$ cat src/rtl/gb_rd_bank_collect_pkg.sv
// Shared constants and types for the global-buffer bank read path.
package gb_pkg;

    localparam int GB_ID_W     = 4;
    localparam int GB_BANK_MAX = 12;
    localparam int GB_ADDR_W   = 9;

    typedef logic [GB_ADDR_W-1:0] gb_addr_t;

endpackage

$ cat src/rtl/gb_rd_bank_collect_fifo.sv
// Small synchronous FIFO with first-word fall-through head and a sync clear.
module gb_sync_fifo #(
    parameter int WIDTH = 8,
    parameter int DEPTH = 4
) (
    input  logic                     clk,
    input  logic                     rst,
    input  logic                     clr,
    input  logic                     push,
    input  logic                     pop,
    input  logic [WIDTH-1:0]         wdata,
    output logic [WIDTH-1:0]         rdata,
    output logic                     full,
    output logic                     empty,
    output logic [$clog2(DEPTH):0]   count
);

    localparam int AW = $clog2(DEPTH);

    logic [DEPTH-1:0][WIDTH-1:0] mem;
    logic [AW-1:0]               wr_ptr;
    logic [AW-1:0]               rd_ptr;
    logic                        do_push;
    logic                        do_pop;

    assign full    = (count == (AW+1)'(DEPTH));
    assign empty   = (count == '0);
    assign do_push = push & ~full;
    assign do_pop  = pop & ~empty;
    assign rdata   = mem[rd_ptr];

    always_ff @(posedge clk) begin
        if (rst || clr) begin
            wr_ptr <= '0;
            rd_ptr <= '0;
            count  <= '0;
        end else begin
            if (do_push) wr_ptr <= wr_ptr + 1'b1;
            if (do_pop)  rd_ptr <= rd_ptr + 1'b1;
            case ({do_push, do_pop})
                2'b10:   count <= count + 1'b1;
                2'b01:   count <= count - 1'b1;
                default: count <= count;
            endcase
        end
    end

    // Storage carries no reset; pointers and count define what is valid.
    always_ff @(posedge clk) begin
        if (do_push) mem[wr_ptr] <= wdata;
    end

endmodule

$ cat src/rtl/gb_rd_bank_collect.sv
// Bank read issue/capture stage behind the read-ID generator, streaming words out via a FIFO.
// Optional GB_RD_BANK_TAG_EN adds out_bank_id carrying each word's source bank.
module gb_rd_bank_collect
    import gb_pkg::*;
#(
    parameter int BANK_MAX   = GB_BANK_MAX,
    parameter int DATA_WIDTH = 96,
    parameter int ADDR_WIDTH = 9,
    parameter int FIFO_DEPTH = 4
) (
    input  logic                           clk,
    input  logic                           rst,
    input  logic                           start,
    input  logic                           pull_back,
    input  logic                           enable,
    input  logic [GB_ID_W-1:0]             SRAM_num,
    input  logic [GB_ID_W-1:0]             Rd_ID,
    input  logic                           done_t,
    output logic                           read_out_flag,
    output logic                           read_SRAM_done,
    output logic [BANK_MAX-1:0]            sram_rd_en,
    output logic [BANK_MAX*ADDR_WIDTH-1:0] sram_rd_addr,
    input  logic [BANK_MAX*DATA_WIDTH-1:0] sram_rd_data,
    output logic [DATA_WIDTH-1:0]          out_data,
    output logic                           out_valid,
    input  logic                           out_ready,
`ifdef GB_RD_BANK_TAG_EN
    output logic [GB_ID_W-1:0]             out_bank_id,
`endif
    output logic                           id_err
);

    localparam int CW = $clog2(FIFO_DEPTH) + 1;
`ifdef GB_RD_BANK_TAG_EN
    localparam int FW = DATA_WIDTH + GB_ID_W;
`else
    localparam int FW = DATA_WIDTH;
`endif

    logic [BANK_MAX-1:0][ADDR_WIDTH-1:0] addr_q;
    logic [BANK_MAX-1:0][DATA_WIDTH-1:0] rd_words;
    logic                                inflight;
    logic                                push_d1;
    logic [GB_ID_W-1:0]                  id_d1;
    logic                                id_ok;
    logic                                issue_ok;
    logic                                credit_ok;
    logic                                push;
    logic                                pop;
    logic                                fifo_full;
    logic                                fifo_empty;
    logic [CW-1:0]                       fifo_count;
    logic [FW-1:0]                       fifo_wdata;
    logic [FW-1:0]                       fifo_rdata;

    assign rd_words     = sram_rd_data;
    assign sram_rd_addr = addr_q;

    // An issued read holds a FIFO slot until its word lands, so inflight counts as occupancy.
    assign credit_ok     = (int'(fifo_count) + int'(inflight)) < FIFO_DEPTH;
    assign id_ok         = (Rd_ID < SRAM_num) && (int'(Rd_ID) < BANK_MAX);
    assign read_out_flag = enable & ~done_t & ~pull_back & ~start & credit_ok;
    assign issue_ok      = read_out_flag & id_ok;

    for (genvar b = 0; b < BANK_MAX; b++) begin : g_bank
        assign sram_rd_en[b] = issue_ok && (Rd_ID == GB_ID_W'(b));
    end

    always_ff @(posedge clk) begin
        for (int b = 0; b < BANK_MAX; b++) begin
            if (rst || start || pull_back)
                addr_q[b] <= '0;
            else if (sram_rd_en[b])
                addr_q[b] <= addr_q[b] + 1'b1;
        end
    end

    // Invalid IDs still consume a credit slot but never produce a push.
    always_ff @(posedge clk) begin
        if (rst || start) begin
            inflight <= 1'b0;
            push_d1  <= 1'b0;
            id_d1    <= '0;
            id_err   <= 1'b0;
        end else begin
            inflight <= read_out_flag;
            push_d1  <= issue_ok;
            if (read_out_flag)          id_d1  <= Rd_ID;
            if (read_out_flag & ~id_ok) id_err <= 1'b1;
        end
    end

    assign push = push_d1 & ~fifo_full;
    assign pop  = out_valid & out_ready;

`ifdef GB_RD_BANK_TAG_EN
    assign fifo_wdata  = {id_d1, rd_words[id_d1]};
    assign out_bank_id = fifo_rdata[FW-1 -: GB_ID_W];
`else
    assign fifo_wdata  = rd_words[id_d1];
`endif

    gb_sync_fifo #(
        .WIDTH (FW),
        .DEPTH (FIFO_DEPTH)
    ) u_fifo (
        .clk   (clk),
        .rst   (rst),
        .clr   (start),
        .push  (push),
        .pop   (pop),
        .wdata (fifo_wdata),
        .rdata (fifo_rdata),
        .full  (fifo_full),
        .empty (fifo_empty),
        .count (fifo_count)
    );

    assign out_valid      = ~fifo_empty;
    assign out_data       = fifo_rdata[DATA_WIDTH-1:0];
    assign read_SRAM_done = done_t & ~inflight & (fifo_count == '0) & ~start;

endmodule

$ cat config.mk
export PLATFORM = sky130hd
export DESIGN_NAME = gb_rd_bank_collect
export DESIGN_NICKNAME = d
export VERILOG_FILES = /design/src/rtl/gb_rd_bank_collect_pkg.sv /design/src/rtl/gb_rd_bank_collect_fifo.sv /design/src/rtl/gb_rd_bank_collect.sv
export SDC_FILE = /design/constraint.sdc
export NUM_CORES = 1
export LEC_CHECK = 0
export ABC_CLOCK_PERIOD_IN_PS = 3250
export CORE_AREA = 4 4 534 536
export DETAILED_ROUTE_END_ITERATION = 16
export DIE_AREA = 0 0 538 540
export PLACE_DENSITY_LB_ADDON = 0.12
export SETUP_SLACK_MARGIN = 0.15
export SLEW_MARGIN = 5
export SYNTH_ARGS = -nofsm -noshare
export SYNTH_HDL_FRONTEND = slang
export SYNTH_SLANG_ARGS = --single-unit
$ cat constraint.sdc
create_clock -name clk -period 3.25 [get_ports clk]
set_input_delay 0.65 -clock clk [delete_from_list [all_inputs] [get_ports clk]]
set_output_delay 0.65 -clock clk [all_outputs]
set_load 0.02 [all_outputs]
Word-level counts from Yosys, hierarchy flattened
Cells that the tools add are included.
W data, S select, Z words.
{ "word_totals": {"ff_bits": 506, "in_bits": 1167, "out_inout_bits": 220, "word_cells": 108} }
{ "classes": {"n_addsub": 17, "magnitude_cmp": 7, "eq_ne": 14, "n_mux": 8, "n_bitwise": 20, "reduce_logical": 19} }
{ "op_table": {"columns": ["op", "count"], "rows": [
  ["$bmux W96 S4", 1],
  ["$bwmux W384", 1],
  ["$mux W96", 3],
  ["$bmux W96 S2", 1],
  ["$demux W96 S2", 1],
  ["$add A9 B1 Y9 const B", 12],
  ["$eq A4 B3 Y1 const B", 4],
  ["$eq A4 B4 Y1 const B", 4],
  ["$logic_and A1 B1 Y1", 14],
  ["$and A1 B1 Y1", 13],
  ["$eq A4 B2 Y1 const B", 2],
  ["$not A1 Y1", 7],
  ["$lt A2 B3 Y1 const B", 2],
  ["$pmux W3 S2", 1],
  ["$lt A4 B5 Y1 const B", 1],
  ["$add A2 B1 Y2 const B", 2],
  ["$add A3 B1 Y4", 1],
  ["$eq A4 B1 Y1 const B", 1],
  ["$logic_not A4 Y1", 1],
  ["$lt A4 B3 Y1 const B", 1],
  ["$lt A4 B4 Y1", 1],
  ["$lt A4 B4 Y1 const B", 1],
  ["$add A3 B1 Y3 const B", 1],
  ["$eq A3 B3 Y1 const B", 1],
  ["other kinds (7)", 8]
]} }

Longest topological paths before layout
{ "logic_depth": {"word_depth": 7, "ltp_mapped": 10, "mapped_depth_nobuf": 9} }

Modules after synthesis
A second synthesis with hierarchy kept.
{ "hier_totals": {"hier_cells": 1891, "hier_area_um2": 28697.5} }
{ "by_module_without_submodules": {"columns": ["module", "n_inst", "cells_each", "area_per_inst_um2", "seq_area_each_um2"], "rows": [
  ["gb_rd_bank_collect", 1, 1336, 14418.8, 2302.2],
  ["gb_sync_fifo", 1, 555, 14278.7, 11671.2]
]} }

Worst setup path after synthesis
No wires, ideal clock.
{ "synth_timing": {"path_kind": "register to register", "start": "register u_fifo.count[0]", "end": "register u_fifo.mem[100] (netlist bit), enable pin", "setup_ns": 0.466, "arrival_time_ns": 3.139, "t_required_ns": 2.784, "path_slack_ns": -0.354, "stages_incl_launch_ff": 4, "n_path_buf": 0, "period_less_slack_ns": 3.604, "cell_sequence": "dfxtp_1 inv_1 a31oi_1 and2_1"} }
{ "synth_via": {"elab_chain_len": 4} }
{ "synth_lines": {"columns": ["item", "line", "source"], "rows": [
  ["start, declared", "gb_rd_bank_collect_fifo.sv:15", "output logic [$clog2(DEPTH):0] count"],
  ["start signal, assigned", "gb_rd_bank_collect_fifo.sv:41", "2'b10: count <= count + 1'b1;"],
  ["start signal, assigned", "gb_rd_bank_collect_fifo.sv:42", "2'b01: count <= count - 1'b1;"],
  ["start signal, assigned", "gb_rd_bank_collect_fifo.sv:43", "default: count <= count;"],
  ["$eq A3 B3 Y1 (*)", "gb_rd_bank_collect_fifo.sv:26", "assign full = (count == (AW+1)'(DEPTH));"],
  ["$not A1 Y1 (*)", "gb_rd_bank_collect_fifo.sv:28, gb_rd_bank_collect.sv:93", null],
  ["$and A1 B1 Y1", "gb_rd_bank_collect.sv:93", "assign push = push_d1 & ~fifo_full;"],
  ["$and A1 B1 Y1 (*)", "gb_rd_bank_collect_fifo.sv:28", "assign do_push = push & ~full;"],
  ["end signal, assigned by index", "gb_rd_bank_collect_fifo.sv:50", "if (do_push) mem[wr_ptr] <= wdata;"],
  ["end, declared", "gb_rd_bank_collect_fifo.sv:20", "logic [DEPTH-1:0][WIDTH-1:0] mem;"]
]} }
Every way passes the cells marked *; elsewhere a longest branch is shown, timed or not.
A chain may end at the register's enable or synchronous reset.

Final worst setup path
{ "layout_timing": {"start": "register u_fifo.rd_ptr[0]", "end": "output port out_data[56]"} }
{ "layout_via": {"elab_chain_len": 2} }
{ "layout_lines": {"columns": ["item", "line", "source"], "rows": [
  ["start, declared", "gb_rd_bank_collect_fifo.sv:22", "logic [AW-1:0] rd_ptr;"],
  ["start signal, assigned", "gb_rd_bank_collect_fifo.sv:39", "if (do_pop) rd_ptr <= rd_ptr + 1'b1;"],
  ["$bmux W96 S2", "gb_rd_bank_collect_fifo.sv:30", "assign rdata = mem[rd_ptr];"],
  ["$mux W96 (not written as such)", "gb_rd_bank_collect_fifo.sv:30", null],
  ["end, declared", "gb_rd_bank_collect.sv:24", "output logic [DATA_WIDTH-1:0] out_data,"]
]} }
Every way passes these cells. The select of a mux whose other input is x is not followed.

==> metrics.md <==
| Metric | Value |
|---|---|
| Status | finished, final reports clean |
| Largest net degree at the start of global routing | 53 |
| Sw Share | 0.2527 |
| Crit path from | u_fifo.rd_ptr[0] |
| First-pass GRT wire length | 310100 microns |
| Switching power | 4.425 mW |
| Hpwl dp | 209400 microns |
| Rel. slew slack | 0.4223 |
| Final worst path period need | between 3 and 4 ns |
| GRT Overall Usage | 0.1644 |
| Final WL | 248600 microns |
| Clk_skew | 0.02711 ns |
| Endpoints failing setup | 0 |
| Comb power frac | 0.160 |
| Tcrit/Tclk final | 0.9354 |
| GRT overflow | 0 |
| Die Wd | 538 microns |
| Worst-path clk slew | 0.06 ns |
| Core Box Area | 280800 sq um |
| Crit path max fanout | 6 |
| Worst min path class | reg2reg |
| ANT nets after route | 0 |
| DR vias | 25780 |
| Top cell type's share of synthesized area | 0.3989 |
| Unrepaired setup endpoints after global routing | true |
| IO Count | 1387 |
| Leak | around 15 nW |
| CTS tree | built |
| Wire per inst | roughly 34 microns |
| Setup crit start kind | flop |
| Slew @ Worst Pin | 0.8574 ns |
| Worst endpoint required time | between 2 and 3 ns |
| Drt pass-1 iters | 5 |
| Die Ht | around 540 microns |
| IO Port Bufs | 1386 |
| Netlist Area Pre-Place | 28910 sq um |
| Max cap viols | 0 |
| Cts bufs inserted | 72 |
| Mapped Cells | around 1900 |
| H-tree depth | 3 |
| Starting DRT DRC Count | 1877 |
| Synth warnings | 0 |
| Clk sinks | a little over 500 |
| Synth top area cells | edfxtp_1 40%, mux4_2 30%, dfxtp_1 8.4%, mux2i_1 4.0%, xnor2_1 2.5% |
| Vias per inst | between 3 and 4 |
| CP Class | reg2out |
| Fillcell total | between 30000 and 40000 |
| Post-synth EDFFs | 384 |
| Rows | just under 200 |
| Fmax achieved | approximately 0.33 GHz |
| Mapped Nets | 3065 |
| Die area | 290500 sq um |
| Fin cells | approximately 7200 |
| Number of synthesized register bits | 506 |
| Ys flop type | edfxtp_1 |
| Sequential Power Share | 0.399 |
| Synth Area per Inst | about 15 sq um |
| Vias in the first global route | 27120 |
| Seq/Total Area, Yosys | 0.4834 |
| Initial antenna violation count | 190 |
| Hold Startpoint | id_err |
| Largest area contributor in the netlist | edfxtp_1 |
| Clock share of power | 0.442 |
| Share of cells above drive strength 1 | 0.2579 |
| Max-slew violations | 0 |
| Initial Util | 0.1029 |
| Ys async rst share | 0 |
| Area added between synthesis and finish | 78.48% |
| GPL Wtd Cong | 0.9075 |
| Setup Total Neg Slack | 0 ns |
| Post-detailed-route DRC marker count | 0 |
| Worst r2r src | id_d1[0] |
| Worst Path Arrival | 2.39 ns |
| Final Hold Violating Endpoints | 0 |
| Yosys cell types | 53 |
| CTS root buffer | clkbuf_16 |
| Maximum VDD drop | 300.1 uV |
| P_int | 13.09 mW |
| Clock latency on the worst-skew pair | 0.68 ns |
| Crit. End Element | primary output |
| Pwr/cell area | 339.4 nW/um^2 |
| Clock Path Buffers | 3 |
| Final #Nets | 4577 |
| Placed cells | 7014 |
-- cell usage after synthesis, types with 9 or more instances --
cell type	number
edfxtp_1	384
nand4_1	18
buf_2	49
nor3_1	9
mux4_2	384
nor4_1	30
mux2i_1	115
ha_1	20
dfxtp_1	122
a21oi_1	15
nor4_4	9
buf_1	24
nor2_1	117
clkbuf_1	71
o21ai_0	100
nand3_1	36
xnor2_1	81
nand2_1	146
and4_1	11
inv_1	23
nor4_2	28
-- cell usage in the layout (no fill, tap or decap), types with 34 or more instances in the layout --
| cell | count |
|---|---|
| buf_4 | 139 |
| buf_2 | 46 |
| dfxtp_1 | 115 |
| clkdlybuf4s50_1 | 1270 |
| xnor2_1 | 81 |
| mux4_2 | 384 |
| mux2i_1 | 115 |
| clkbuf_16 | 73 |
| nand3_1 | 34 |
| nand2_1 | 145 |
| edfxtp_1 | 384 |
| nor2_1 | 116 |
| buf_12 | 45 |
| buf_6 | 47 |
| o21ai_0 | 100 |
-- path summary, 6_finish.rpt --
check             slack [ns]              to  cells after the start
setup / recovery        0.21    out_data[56]                      7
hold / removal          0.53          id_err                      2
setup reg to reg        0.66  u_fifo.mem[64]                      5
hold reg to reg         0.53          id_err                      2
-- kinds of logic (layout without fill, tap and decap cells) --
family,count (synthesis),count (layout),synth area share
AO/OA/AOI/OAI,132,132,0.02523
XOR/XNOR,84,84,0.02545
adder cells (fa/ha/maj),21,21,0.009349
buffers and inverters,177,1747,0.02718
flip-flops,506,506,0.4834
multiplexers,499,499,0.3390
other,0,28,0
AND/OR/NAND/NOR,458,458,0.09042
-- area by class of cell --
cell class                 instances  area (sq um)  area share
antenna                           28         70.07    0.001358
clock buffer                      89          1886     0.03654
clock inverter                    43         404.1    0.007833
inverter                          23         86.33    0.001673
multi-input combinational       1194         14290      0.2769
sequential                       506         14000      0.2713
tap                             3743          4683     0.09077
timing repair buffer            1592         16180      0.3137
-- timing repair --
| item | CTS | global route |
|---|---|---|
| hold endpoints to repair | 0 | 0 |
| hold buffers | 0 | 0 |
| pin swaps | 9 | 4 |
| setup buffers | 25 | 9 |
| setup endpoints to repair | 110 | 32 |
| resized for setup | 580 | 26 |
| gates cloned | 9 | 1 |
-- critical path, cell delays in order (launching register included) --
cell and delay [ns]:
dfxtp_4 0.39, buf_16 0.15, buf_12 0.14, buf_12 0.11
buf_16 0.12, buf_12 0.10, mux4_2 0.50, buf_6 0.16
-- routing by layer --
metal  global-route usage  vias up  wire length (microns)
met4              0.02200      136                   3245
met2               0.2743     1296                 118200
met1               0.1940    13230                  97580
met5                    0        -                    925
li1                     -    10760                      -
met3              0.08102      364                  28610
-- power by group through the flow --
stage	clock network [mW]	logic, mW	registers (mW)
5_1_grt	8.37	2.93	6.97
3_5_place_dp	0	2.79	7.11
2_1_floorplan	0	0.619	7.11
3_3_place_gp	0	2.80	7.11
4_1_cts	8.13	2.85	6.98
6_report	7.73	2.80	6.98
-- sequential cells by signal (all words and copies together) (netlist names) --
| signal | count |
|---|---|
| id_err | 1 |
| inflight | 1 |
| push_d1 | 1 |
| u_fifo.count | 3 |
| u_fifo.wr_ptr | 2 |
| u_fifo.rd_ptr | 2 |
| u_fifo.mem | 384 |
| id_d1 | 4 |
| sram_rd_addr | 108 |
-- metrics by stage --
stage	total power [mW]	setup WS (ns)	cell area, sq um	util	hold WS [ns]
floorplan	7.732	0.2906	28920	-	0.4946
global placement	9.911	-0.6006	48530	0.1728	0.5058
detailed placement	9.902	-0.5906	48530	0.1728	0.5071
CTS	17.96	-0.02768	51370	0.1829	0.5322
global route	18.27	0.05407	51550	0.1836	0.5718
finish	17.51	0.2098	51600	0.1837	0.5264
(Power assumes the default switching activity.)
